File: src/rtl/seg7_pkg.sv
// Shared seven-segment definitions for the score display: digit type and
// active-low segment patterns (bit0 = seg a ... bit6 = seg g).
package seg7_pkg;

    typedef logic [3:0] digit_t;

    localparam logic [6:0] SEG_0     = 7'b1000000;
    localparam logic [6:0] SEG_1     = 7'b1111001;
    localparam logic [6:0] SEG_2     = 7'b0100100;
    localparam logic [6:0] SEG_3     = 7'b0110000;
    localparam logic [6:0] SEG_4     = 7'b0011001;
    localparam logic [6:0] SEG_5     = 7'b0010010;
    localparam logic [6:0] SEG_6     = 7'b0000010;
    localparam logic [6:0] SEG_7     = 7'b1111000;
    localparam logic [6:0] SEG_8     = 7'b0000000;
    localparam logic [6:0] SEG_9     = 7'b0010000;
    localparam logic [6:0] SEG_BLANK = 7'b1111111;

    // Non-decimal codes fall through to a blank display.
    function automatic logic [6:0] seg7_lookup(input digit_t d);
        case (d)
            4'd0:    return SEG_0;
            4'd1:    return SEG_1;
            4'd2:    return SEG_2;
            4'd3:    return SEG_3;
            4'd4:    return SEG_4;
            4'd5:    return SEG_5;
            4'd6:    return SEG_6;
            4'd7:    return SEG_7;
            4'd8:    return SEG_8;
            4'd9:    return SEG_9;
            default: return SEG_BLANK;
        endcase
    endfunction

endpackage

File: src/rtl/seg7_decode.sv
// Combinational digit-to-segment decode; digits outside the counter's
// modulus are shown blank.
module seg7_decode
    import seg7_pkg::*;
#(
    parameter int MODULUS = 10
) (
    input  logic [3:0] digit,
    output logic [6:0] pattern
);

    // Decode legal digits, blank anything the counter can never reach.
    always_comb begin
        pattern = SEG_BLANK;
        if (digit < digit_t'(MODULUS)) begin
            pattern = seg7_lookup(digit);
        end else begin
            pattern = SEG_BLANK;
        end
    end

endmodule

File: src/rtl/hex_count.sv
// One decimal digit of the chainable score counter: cycle-gated increment,
// freeze via lose, combinational carry out and seven-segment display.
module hex_count
    import seg7_pkg::*;
#(
    parameter int MODULUS = 10
) (
    input  logic       clk,
    input  logic       reset,
    input  logic       cycle,
    input  logic       lose,
    input  logic       incr,
    output logic       nextIncr,
    output logic [6:0] HEX
);

    localparam digit_t LAST_DIGIT = digit_t'(MODULUS - 1);

    digit_t digit_r;
    logic   advance_s;
    logic   at_last_s;

    assign at_last_s = (digit_r == LAST_DIGIT);
    assign advance_s = cycle & ~lose & incr;

    // The carry ignores cycle so a parent sampling on the same qualified
    // edge sees it on exactly the edge where this digit wraps.
    assign nextIncr = incr & ~lose & at_last_s;

    // Digit register: async clear, modular increment on qualified edges.
    always_ff @(posedge clk or negedge reset) begin
        if (!reset) begin
            digit_r <= 4'd0;
        end else if (advance_s) begin
            if (at_last_s) begin
                digit_r <= 4'd0;
            end else begin
                digit_r <= digit_r + 4'd1;
            end
        end else begin
            digit_r <= digit_r;
        end
    end

    seg7_decode #(
        .MODULUS(MODULUS)
    ) u_decode (
        .digit  (digit_r),
        .pattern(HEX)
    );

endmodule

File: config.mk
export PLATFORM = sky130hd
export DESIGN_NAME = hex_count
export DESIGN_NICKNAME = d
export VERILOG_FILES = /design/src/rtl/seg7_pkg.sv /design/src/rtl/seg7_decode.sv /design/src/rtl/hex_count.sv
export SDC_FILE = /design/constraint.sdc
export NUM_CORES = 1
export LEC_CHECK = 0
export CAP_MARGIN = 40
export CORE_AREA = 4 4 41 43
export DETAILED_ROUTE_END_ITERATION = 16
export DIE_AREA = 0 0 45 47
export GPL_TIMING_DRIVEN = 1
export PLACE_DENSITY = 0.63
export SYNTH_ARGS = -nofsm -noshare
export SYNTH_HDL_FRONTEND = slang
export SYNTH_SLANG_ARGS = --single-unit
File: constraint.sdc
create_clock -name clk -period 4.2 [get_ports clk]
set_clock_uncertainty 0.1 [all_clocks]
set_input_delay 0.84 -clock clk [delete_from_list [all_inputs] [get_ports clk]]
set_output_delay 0.84 -clock clk [all_outputs]
set_load 0.01 [all_outputs]
# After elaboration in Yosys (flattened, before gate mapping)

Memories as Yosys holds them, arrays and structs flattened.
Index checks and enable logic that the tools add are counted.

Bits in registers: 4
ROM bits: 112
Output and inout bits: 8
Word-level logic and storage cells: 12
Memories kept: 1

Memories:

| memory          | words | width | read ports | clocked after memory_dff | wr ports | RTL line       | text |
|---|---|---|---|---|---|---|---|
| (no name shown) | 16    | 7     | 1          | 0                        | 0        | seg7_pkg.sv:21 | `case (d)` |

Add/subtract/negate cells: 1
Order comparisons: 1
Equal/unequal tests: 1
Mux-type cells: 2
Bitwise gates (word level): 5

Operators by type and width:

| cell                                        | count |
|---|---|
| two-way mux 7 bit                           | 1 |
| adder 4 x 1 -> 4 bit, second input constant | 1 |
| AND 1 bit                                   | 4 |
| == test 4 bit, second input constant        | 1 |
| < comparator 4 bit, second input constant   | 1 |
| two-way mux 4 bit                           | 1 |
| NOT 1 bit                                   | 1 |

# Logic depth before layout (Yosys ltp)

Gate-level depths: netlist (run 1).

Depth after elaboration: 3
Depth in mapped cells: 5
Depth with buffers taken out: 5

# Cells and area by module

Synthesis (run 1) repeated with hierarchy kept, for this count alone.

Cell total of the unflattened synthesis: 51
Area total of the unflattened synthesis: 424.2 µm²

Modules (own cells, without submodules):

| module      | times used | cells each | area each (µm²) | seq. area each (µm²) |
|---|---|---|---|---|
| seg7_decode | 1          | 31         | 215.2           | 0.0 |
| hex_count   | 1          | 20         | 209.0           | 100.1 |

# Least setup slack after synthesis (run 1)

Ideal clock, no wire load.

Path kind: register to output
Start: register digit_r[1]
End: output port HEX[3]
Data arrival time: 1.219 ns
Required time: 3.260 ns
Slack: 2.041 ns
Stages on the path, launching flop included: 6
Path buffers: 0
Cell sequence: dfrtp_1 -> inv_1 -> ha_1 -> or2_2 -> a21oi_1 -> nor2_1

Longest elaborated chain between the ends: 2
Elaborated cells between the ends (all ways): 3

RTL lines:

| what                                                           | RTL line          | text |
|---|---|---|
| start, declared                                                | hex_count.sv:19   | `digit_t digit_r;` |
| start signal, assigned                                         | hex_count.sv:38   | `digit_r <= digit_r + 4'd1;` |
| start signal, assigned                                         | hex_count.sv:41   | `digit_r <= digit_r;` |
| memory read (16 x 7 bit) or < comparator 4 bit (tied branches) | -                 |  |
| two-way mux 7 bit (*)                                          | seg7_decode.sv:15 | `if (digit < digit_t'(MODULUS)) begin` |
| end, declared                                                  | hex_count.sv:14   | `output logic [6:0] HEX` |

Every way passes the cells marked *; elsewhere a longest branch is shown, timed or not.

# Final worst setup path (run 1)

Same ends and word-level chain as after synthesis.

==> run_summary.xml, run 1 <==
<?xml version="1.0" encoding="UTF-8"?>
<metrics>
  <group name="worst_setup_path">
    <metric name="timing.critical_path.cells" unit="">inv_1 -&gt; ha_1 -&gt; or2_2 -&gt; a21oi_1 -&gt; nor2_1 -&gt; clkdlybuf4s50_1</metric>
    <metric name="stage_delay_of_the_slowest_cell_on_the_critical_path" unit="ns">0.49</metric>
    <metric name="cp_max_fo" unit="">6</metric>
    <metric name="reg2regPathDepth" unit="">5</metric>
    <metric name="critPathRequiredTime" unit="ns">3.26</metric>
    <metric name="rr_endpoint" unit="">digit_r[3]</metric>
    <metric name="critical_path_start_end_classification" unit="">reg2out</metric>
    <metric name="crit_path_top_delay_cell" unit="">clkdlybuf4s50_1</metric>
    <metric name="worstSetupEndpointType" unit="">output port</metric>
    <metric name="worst-r2r-setup-slack" unit="ns">2.61</metric>
    <metric name="critPathLaunchType" unit="">flop</metric>
    <metric name="cp_data_arrival_time" unit="ns">2.07</metric>
    <metric name="worstReg2RegStart" unit="">digit_r[1]</metric>
  </group>
  <group name="hold_path">
    <metric name="timing.hold.worst.start" unit="">digit_r[0]</metric>
    <metric name="hold-path-endpoint" unit="">digit_r[3]</metric>
    <metric name="min_delay_path_depth" unit="">2</metric>
    <metric name="min_path_type" unit="">reg2reg</metric>
  </group>
  <group name="sta">
    <metric name="worst_slew_margin_rel" unit="">0.736</metric>
    <metric name="period_needed" unit="ns">3.01</metric>
    <metric name="final-max-slew-violation-count" unit="">0</metric>
    <metric name="finalHoldViolations" unit="">0</metric>
    <metric name="final.period_utilization" unit="">0.716</metric>
    <metric name="hold-worst-slack" unit="ns">0.615</metric>
    <metric name="max_clock_freq" unit="GHz">0.333</metric>
    <metric name="unrepaired_setup_endpoints_after_global_routing" unit="">no</metric>
    <metric name="timing_worst_slew_pin_value" unit="ns">0.396</metric>
    <metric name="tns" unit="ns">0</metric>
    <metric name="setup-violations-final" unit="">0</metric>
  </group>
  <group name="logic_synthesis">
    <metric name="post_synth.cell_area_avg" unit="um^2">7.65</metric>
    <metric name="synth.cell_area" unit="um^2">398</metric>
    <metric name="yosysSeqAreaShare" unit="">0.252</metric>
    <metric name="ys_ff_latch" unit="">4</metric>
    <metric name="syn_nets" unit="">62</metric>
    <metric name="netlist.top_cell.by_area" unit="">dfrtp_1</metric>
    <metric name="share_of_the_synthesized_area_in_the_top_cell_type" unit="">0.252</metric>
    <metric name="synth_cells" unit="">52</metric>
    <metric name="yosys_warnings" unit="">0</metric>
    <metric name="synthTopCellsByArea" unit="">dfrtp_1 25%, ha_1 16%, a21oi_1 8.8%</metric>
    <metric name="netlist-cell-type-count" unit="">20</metric>
  </group>
  <group name="drt">
    <metric name="drt_iter0_drc" unit="">14</metric>
    <metric name="vias_per_cell" unit="">4.81</metric>
    <metric name="via_count" unit="">380</metric>
    <metric name="routed_wirelength" unit="um">827</metric>
    <metric name="avgRoutedWirePerCell" unit="um">10.5</metric>
    <metric name="antenna_left" unit="">0</metric>
    <metric name="firstDrtPassIters" unit="">4</metric>
    <metric name="drc" unit="">0</metric>
  </group>
  <group name="cells_and_area">
    <metric name="ff_latch_area" unit="um^2">100</metric>
    <metric name="final_cell_count_no_fill" unit="">79</metric>
    <metric name="nFillCells" unit="">144</metric>
    <metric name="drive_above_1_share" unit="">0.0938</metric>
    <metric name="antenna_fix_cells" unit="">0</metric>
    <metric name="largest_registers" unit="">digit_r: 4 flops</metric>
    <metric name="layout_common_cells" unit="">12 x clkdlybuf4s50_1, 7 x a21oi_1, 6 x o21ai_0, 6 x nand2_1</metric>
    <metric name="final_standard_cell_utilization_of_the_core" unit="">0.414</metric>
    <metric name="registers.top_by_ff_count" unit="">digit_r</metric>
    <metric name="largest_register_ffs" unit="">4</metric>
    <metric name="design.final.nets" unit="">76</metric>
    <metric name="multi_input_area" unit="um^2">259</metric>
    <metric name="leading_cell_type_in_the_layout_fill_and_taps_excluded" unit="">clkdlybuf4s50_1</metric>
    <metric name="p_r_area_growth_vs_syn" unit="%">35.5</metric>
  </group>
  <group name="clock_network">
    <metric name="cts-buffers-inserted" unit="">3</metric>
    <metric name="cts_tree" unit="">built</metric>
    <metric name="cts.clk_slew.worst_paths" unit="ns">0.04</metric>
    <metric name="cts_post_setup_buffers_inserted" unit="">0</metric>
    <metric name="clock_tree.buffer_depth" unit="">2</metric>
    <metric name="cts.sink_count" unit="">4</metric>
    <metric name="cts.root.buffer_cell" unit="">clkbuf_4</metric>
    <metric name="clkLatencyLatePin" unit="ns">0.23</metric>
    <metric name="ctsHtreeMaxLevel" unit="">1</metric>
    <metric name="postCtsResizedCells" unit="">0</metric>
    <metric name="ctsHoldBuffers" unit="">0</metric>
  </group>
  <group name="die">
    <metric name="placementRows" unit="">13</metric>
    <metric name="initial_core_util" unit="">0.306</metric>
    <metric name="die_height" unit="um">47</metric>
    <metric name="fp.coreArea" unit="um^2">1300</metric>
    <metric name="die-width" unit="um">45</metric>
    <metric name="io_pins" unit="">13</metric>
    <metric name="floorplan.die_area" unit="um^2">2120</metric>
  </group>
  <group name="power_and_ir_drop">
    <metric name="seqPwrFrac" unit="">0.216</metric>
    <metric name="power_switching" unit="uW">183</metric>
    <metric name="internal_power" unit="uW">238</metric>
    <metric name="pwr-share-clk" unit="">0.110</metric>
    <metric name="ratio_of_total_power_to_cell_area" unit="nW/um^2">781</metric>
    <metric name="report.power.total" unit="uW">421</metric>
    <metric name="combinationalPowerShare" unit="">0.673</metric>
    <metric name="power.ir.vdd_worst" unit="V">0.000357</metric>
    <metric name="leakage" unit="uW">0.000237</metric>
    <metric name="sw_frac_of_total" unit="">0.434</metric>
  </group>
  <group name="place">
    <metric name="dp.cells" unit="">76</metric>
    <metric name="routabilityCongestion" unit="">0.795</metric>
    <metric name="place.port_buffers" unit="">12</metric>
    <metric name="placed_wire_length_estimate" unit="um">644</metric>
  </group>
  <group name="global_route">
    <metric name="grt_max_degree" unit="">16</metric>
    <metric name="grt_pass1_wl" unit="um">1370</metric>
    <metric name="grt_pass1_vias" unit="">333</metric>
    <metric name="globalRouteOverflowTotal" unit="">0</metric>
    <metric name="antenna_violations_before_repair" unit="">0</metric>
    <metric name="total_routing_resource_utilization_after_global_routing" unit="">0.0958</metric>
  </group>
  <group name="outcome">
    <metric name="status" unit="">finished clean</metric>
  </group>
  <group name="run">
    <metric name="maxCapViolations" unit="">0</metric>
  </group>
</metrics>
synth_stat cells:
| cell type | count |
|---|---|
| nor3b_1 | 1 |
| nand2b_1 | 2 |
| a22oi_1 | 1 |
| nand3b_1 | 1 |
| or2_2 | 1 |
| a221o_1 | 1 |
| buf_2 | 1 |
| o21ai_0 | 6 |
| dfrtp_1 | 4 |
| and3b_1 | 1 |
| nor4_1 | 1 |
| inv_1 | 5 |
| buf_4 | 2 |
| nand3_1 | 2 |
| nor3_2 | 1 |
| ha_1 | 5 |
| nor2_1 | 3 |
| mux2_2 | 1 |
| a21oi_1 | 7 |
| nand2_1 | 6 |
power groups by stage:
stage,clock network (uW),registers (uW),logic [uW]
6_report,46.4,91.2,284
5_1_grt,54.5,95.8,318
4_1_cts,48.6,90.7,287
3_5_place_dp,0,91.0,286
3_3_place_gp,0,91.0,284
2_1_floorplan,0,70.7,178
stage by stage:
stage	cell area, um^2	worst slack (ns)
2_1_floorplan	398	2.04
3_3_place_gp	517	1.23
3_5_place_dp	517	1.18
4_1_cts	539	1.18
5_1_grt	539	1.07
6_report	539	1.19
routing by layer:
layer  up-vias  wire length (um)  global-route usage
met5         -                 0                   0
met4         0                 0              0.0526
met3         0                57              0.0575
met2        12               381               0.133
met1       166               388               0.114
li1        202                 -                   -
critical path: cells and delay by family, from the launching register on:
kind / cells / cell delay [ns]
AOI/OAI and AO/OA: 1 / 0.15
adders and majority gates: 1 / 0.23
buffers and inverters: 2 / 0.64
DFF: 1 / 0.45
and+or+nand+nor: 2 / 0.36
logic make-up after synthesis:
| logic type | count (synthesis) | share of synthesized area |
|---|---|---|
| and+or+nand+nor | 19 | 0.258 |
| AOI/OAI and AO/OA | 15 | 0.208 |
| DFF | 4 | 0.252 |
| buffers and inverters | 8 | 0.0975 |
| adders and majority gates | 5 | 0.157 |
| muxes | 1 | 0.0283 |
worst max path at each step:
stage	from	end	slack (ns)	depth (start not counted)
floorplan	digit_r[1]	HEX[3]	2.04	5
global placement	incr	nextIncr	1.23	3
detailed placement	incr	nextIncr	1.18	3
CTS	incr	nextIncr	1.18	3
global route	digit_r[1]	HEX[3]	1.07	6
finish	digit_r[1]	HEX[3]	1.19	6
final cells by class:
type / count / area share
Sequential cell: 4 / 0.186
Timing Repair Buffer: 12 / 0.223
Multi-Input combinational cell: 40 / 0.480
Inverter: 5 / 0.0348
Tap cell: 15 / 0.0348
Clock buffer: 3 / 0.0418
(Power assumes the default switching activity.)
==> inputs of run 2 (changes only) <==
- PLACE_DENSITY: 0.63 -> 0.65
- clock period: 4.2 -> 2.41 ns (I/O delays scaled with it)
==> run_summary.xml, run 2 (synthesized netlist as in run 1, its figures left out) <==
<?xml version="1.0" encoding="UTF-8"?>
<metrics>
  <group name="outcome">
    <metric name="status" unit="">finished clean</metric>
  </group>
  <group name="clock_network">
    <metric name="ctsHoldBuffers" unit="">0</metric>
    <metric name="cts_tree" unit="">built</metric>
    <metric name="clock_tree.buffer_depth" unit="">2</metric>
    <metric name="clkLatencyLatePin" unit="ns">0.23</metric>
    <metric name="cts.sink_count" unit="">4</metric>
    <metric name="ctsHtreeMaxLevel" unit="">1</metric>
    <metric name="cts-buffers-inserted" unit="">3</metric>
    <metric name="cts.root.buffer_cell" unit="">clkbuf_4</metric>
    <metric name="cts.clk_slew.worst_paths" unit="ns">0.04</metric>
  </group>
  <group name="die">
    <metric name="die-width" unit="um">45</metric>
    <metric name="io_pins" unit="">13</metric>
    <metric name="die_height" unit="um">47</metric>
    <metric name="fp.coreArea" unit="um^2">1300</metric>
    <metric name="initial_core_util" unit="">0.306</metric>
    <metric name="placementRows" unit="">13</metric>
    <metric name="floorplan.die_area" unit="um^2">2120</metric>
  </group>
  <group name="worst_setup_path">
    <metric name="critPathBufInv" unit="">2</metric>
    <metric name="worstReg2RegStart" unit="">digit_r[1]</metric>
    <metric name="worstSetupEndpointType" unit="">output port</metric>
    <metric name="cp_data_arrival_time" unit="ns">1.70</metric>
    <metric name="reg2regPathDepth" unit="">5</metric>
    <metric name="cp_top_family" unit="">buffers and inverters</metric>
    <metric name="critical_path_start_end_classification" unit="">reg2out</metric>
    <metric name="critPathRequiredTime" unit="ns">1.83</metric>
    <metric name="worst-r2r-setup-slack" unit="ns">0.96</metric>
    <metric name="timing.critical_path.cells" unit="">buf_4 -&gt; nor3_2 -&gt; nor2_1 -&gt; clkdlybuf4s50_1</metric>
    <metric name="rr_endpoint" unit="">digit_r[3]</metric>
    <metric name="critPathLaunchType" unit="">flop</metric>
    <metric name="cp_max_fo" unit="">6</metric>
    <metric name="stage_delay_of_the_slowest_cell_on_the_critical_path" unit="ns">0.49</metric>
    <metric name="crit_path_top_delay_cell" unit="">clkdlybuf4s50_1</metric>
  </group>
  <group name="power_and_ir_drop">
    <metric name="combinationalPowerShare" unit="">0.702</metric>
    <metric name="leakage" unit="uW">0.000271</metric>
    <metric name="seqPwrFrac" unit="">0.188</metric>
    <metric name="sw_frac_of_total" unit="">0.447</metric>
    <metric name="pwr-share-clk" unit="">0.110</metric>
    <metric name="power.ir.vdd_worst" unit="V">0.000507</metric>
    <metric name="internal_power" unit="uW">406</metric>
    <metric name="power_switching" unit="uW">328</metric>
    <metric name="ratio_of_total_power_to_cell_area" unit="nW/um^2">1310</metric>
  </group>
  <group name="place">
    <metric name="routabilityCongestion" unit="">0.826</metric>
    <metric name="placed_wire_length_estimate" unit="um">683</metric>
    <metric name="place.port_buffers" unit="">12</metric>
  </group>
  <group name="global_route">
    <metric name="grt_max_degree" unit="">16</metric>
    <metric name="total_routing_resource_utilization_after_global_routing" unit="">0.0974</metric>
    <metric name="grt_pass1_vias" unit="">353</metric>
    <metric name="globalRouteOverflowTotal" unit="">0</metric>
    <metric name="grt_pass1_wl" unit="um">1460</metric>
    <metric name="antenna_violations_before_repair" unit="">0</metric>
  </group>
  <group name="drt">
    <metric name="via_count" unit="">403</metric>
    <metric name="vias_per_cell" unit="">4.91</metric>
    <metric name="firstDrtPassIters" unit="">2</metric>
    <metric name="drt_iter0_drc" unit="">3</metric>
    <metric name="avgRoutedWirePerCell" unit="um">10.6</metric>
    <metric name="drc" unit="">0</metric>
    <metric name="antenna_left" unit="">0</metric>
    <metric name="routed_wirelength" unit="um">873</metric>
  </group>
  <group name="sta">
    <metric name="timing_worst_slew_pin_value" unit="ns">0.387</metric>
    <metric name="final.period_utilization" unit="">0.947</metric>
    <metric name="finalHoldViolations" unit="">0</metric>
    <metric name="unrepaired_setup_endpoints_after_global_routing" unit="">no</metric>
    <metric name="period_needed" unit="ns">2.28</metric>
    <metric name="max_clock_freq" unit="GHz">0.438</metric>
    <metric name="tns" unit="ns">0</metric>
    <metric name="setup-violations-final" unit="">0</metric>
    <metric name="final-max-slew-violation-count" unit="">0</metric>
    <metric name="worst_slew_margin_rel" unit="">0.742</metric>
  </group>
  <group name="cells_and_area">
    <metric name="final_standard_cell_utilization_of_the_core" unit="">0.432</metric>
    <metric name="registers.top_by_ff_count" unit="">digit_r</metric>
    <metric name="design.final.nets" unit="">79</metric>
    <metric name="leading_cell_type_in_the_layout_fill_and_taps_excluded" unit="">a21oi_1</metric>
    <metric name="p_r_area_growth_vs_syn" unit="%">41.2</metric>
    <metric name="largest_registers" unit="">digit_r: 4 flops</metric>
    <metric name="layout_common_cells" unit="">7 x a21oi_1, 6 x o21ai_0, 6 x nand2_1, 6 x clkdlybuf4s50_1, 5 x ha_1</metric>
    <metric name="antenna_fix_cells" unit="">0</metric>
    <metric name="drive_above_1_share" unit="">0.164</metric>
    <metric name="largest_register_ffs" unit="">4</metric>
  </group>
  <group name="run">
    <metric name="maxCapViolations" unit="">0</metric>
  </group>
  <group name="hold_path">
    <metric name="min_path_type" unit="">in2async</metric>
  </group>
</metrics>
run 2: changes by cell type in the layout (fill, tap and decap cells not counted), sizes merged:
cell	before	now
buf	0	3
clkdlybuf4s50	12	6
dlygate4sd2	0	4
dlymetal6s2s	0	2
run 2: power by group through the flow:
stage / logic (uW) / registers, uW / clock network [uW]
CTS: 527 / 137 / 84.9
finish: 516 / 138 / 80.8
detailed placement: 539 / 141 / 0
global placement: 534 / 140 / 0
floorplan: 311 / 123 / 0
global route: 578 / 144 / 94.2
run 2: worst max-delay path by stage:
stage               start  endpoint  slack [ns]  cells past startpoint
2_1_floorplan  digit_r[1]    HEX[3]        0.61                      5
3_3_place_gp         incr  nextIncr        0.16                      3
3_5_place_dp         incr  nextIncr        0.13                      3
4_1_cts        digit_r[1]    HEX[6]        0.03                      6
5_1_grt        digit_r[0]    HEX[1]        0.01                      5
6_report       digit_r[1]    HEX[2]        0.13                      4
run 2: repair_timing:
action	4_1_cts	5_1_grt
buffers inserted	1	0
gates resized for setup	5	3
endpoints found under the setup margin	5	3
pin swaps	0	0
endpoints found under the hold margin	0	0
run 2: metrics by stage:
step	cell area [um^2]	power [uW]	setup slack (ns)	hold slack, ns	cells
2_1_floorplan	398	434	0.609	0.0864	52
3_3_place_gp	532	674	0.161	0.564	78
3_5_place_dp	532	679	0.134	0.578	78
4_1_cts	557	750	0.0298	0.342	82
5_1_grt	562	816	0.0100	0.349	82
6_report	562	734	0.129	0.346	82
run 2: final cells by class:
type	instances	area [um^2]
Multi-Input combinational cell	40	259
Inverter	5	18.8
Fill cell	153	739
Tap cell	15	18.8
Clock buffer	3	22.5
Timing Repair Buffer	15	143
Sequential cell	4	100
run 2: layer usage:
metal / routed length (um) / vias to the layer above / part of all wire / GRT usage
met5: 0 / - / 0 / 0
met4: 0 / 0 / 0 / 0.0526
met3: 52 / 0 / 0.060 / 0.0460
met2: 421 / 12 / 0.48 / 0.144
met1: 399 / 181 / 0.46 / 0.117
li1: - / 210 / - / -
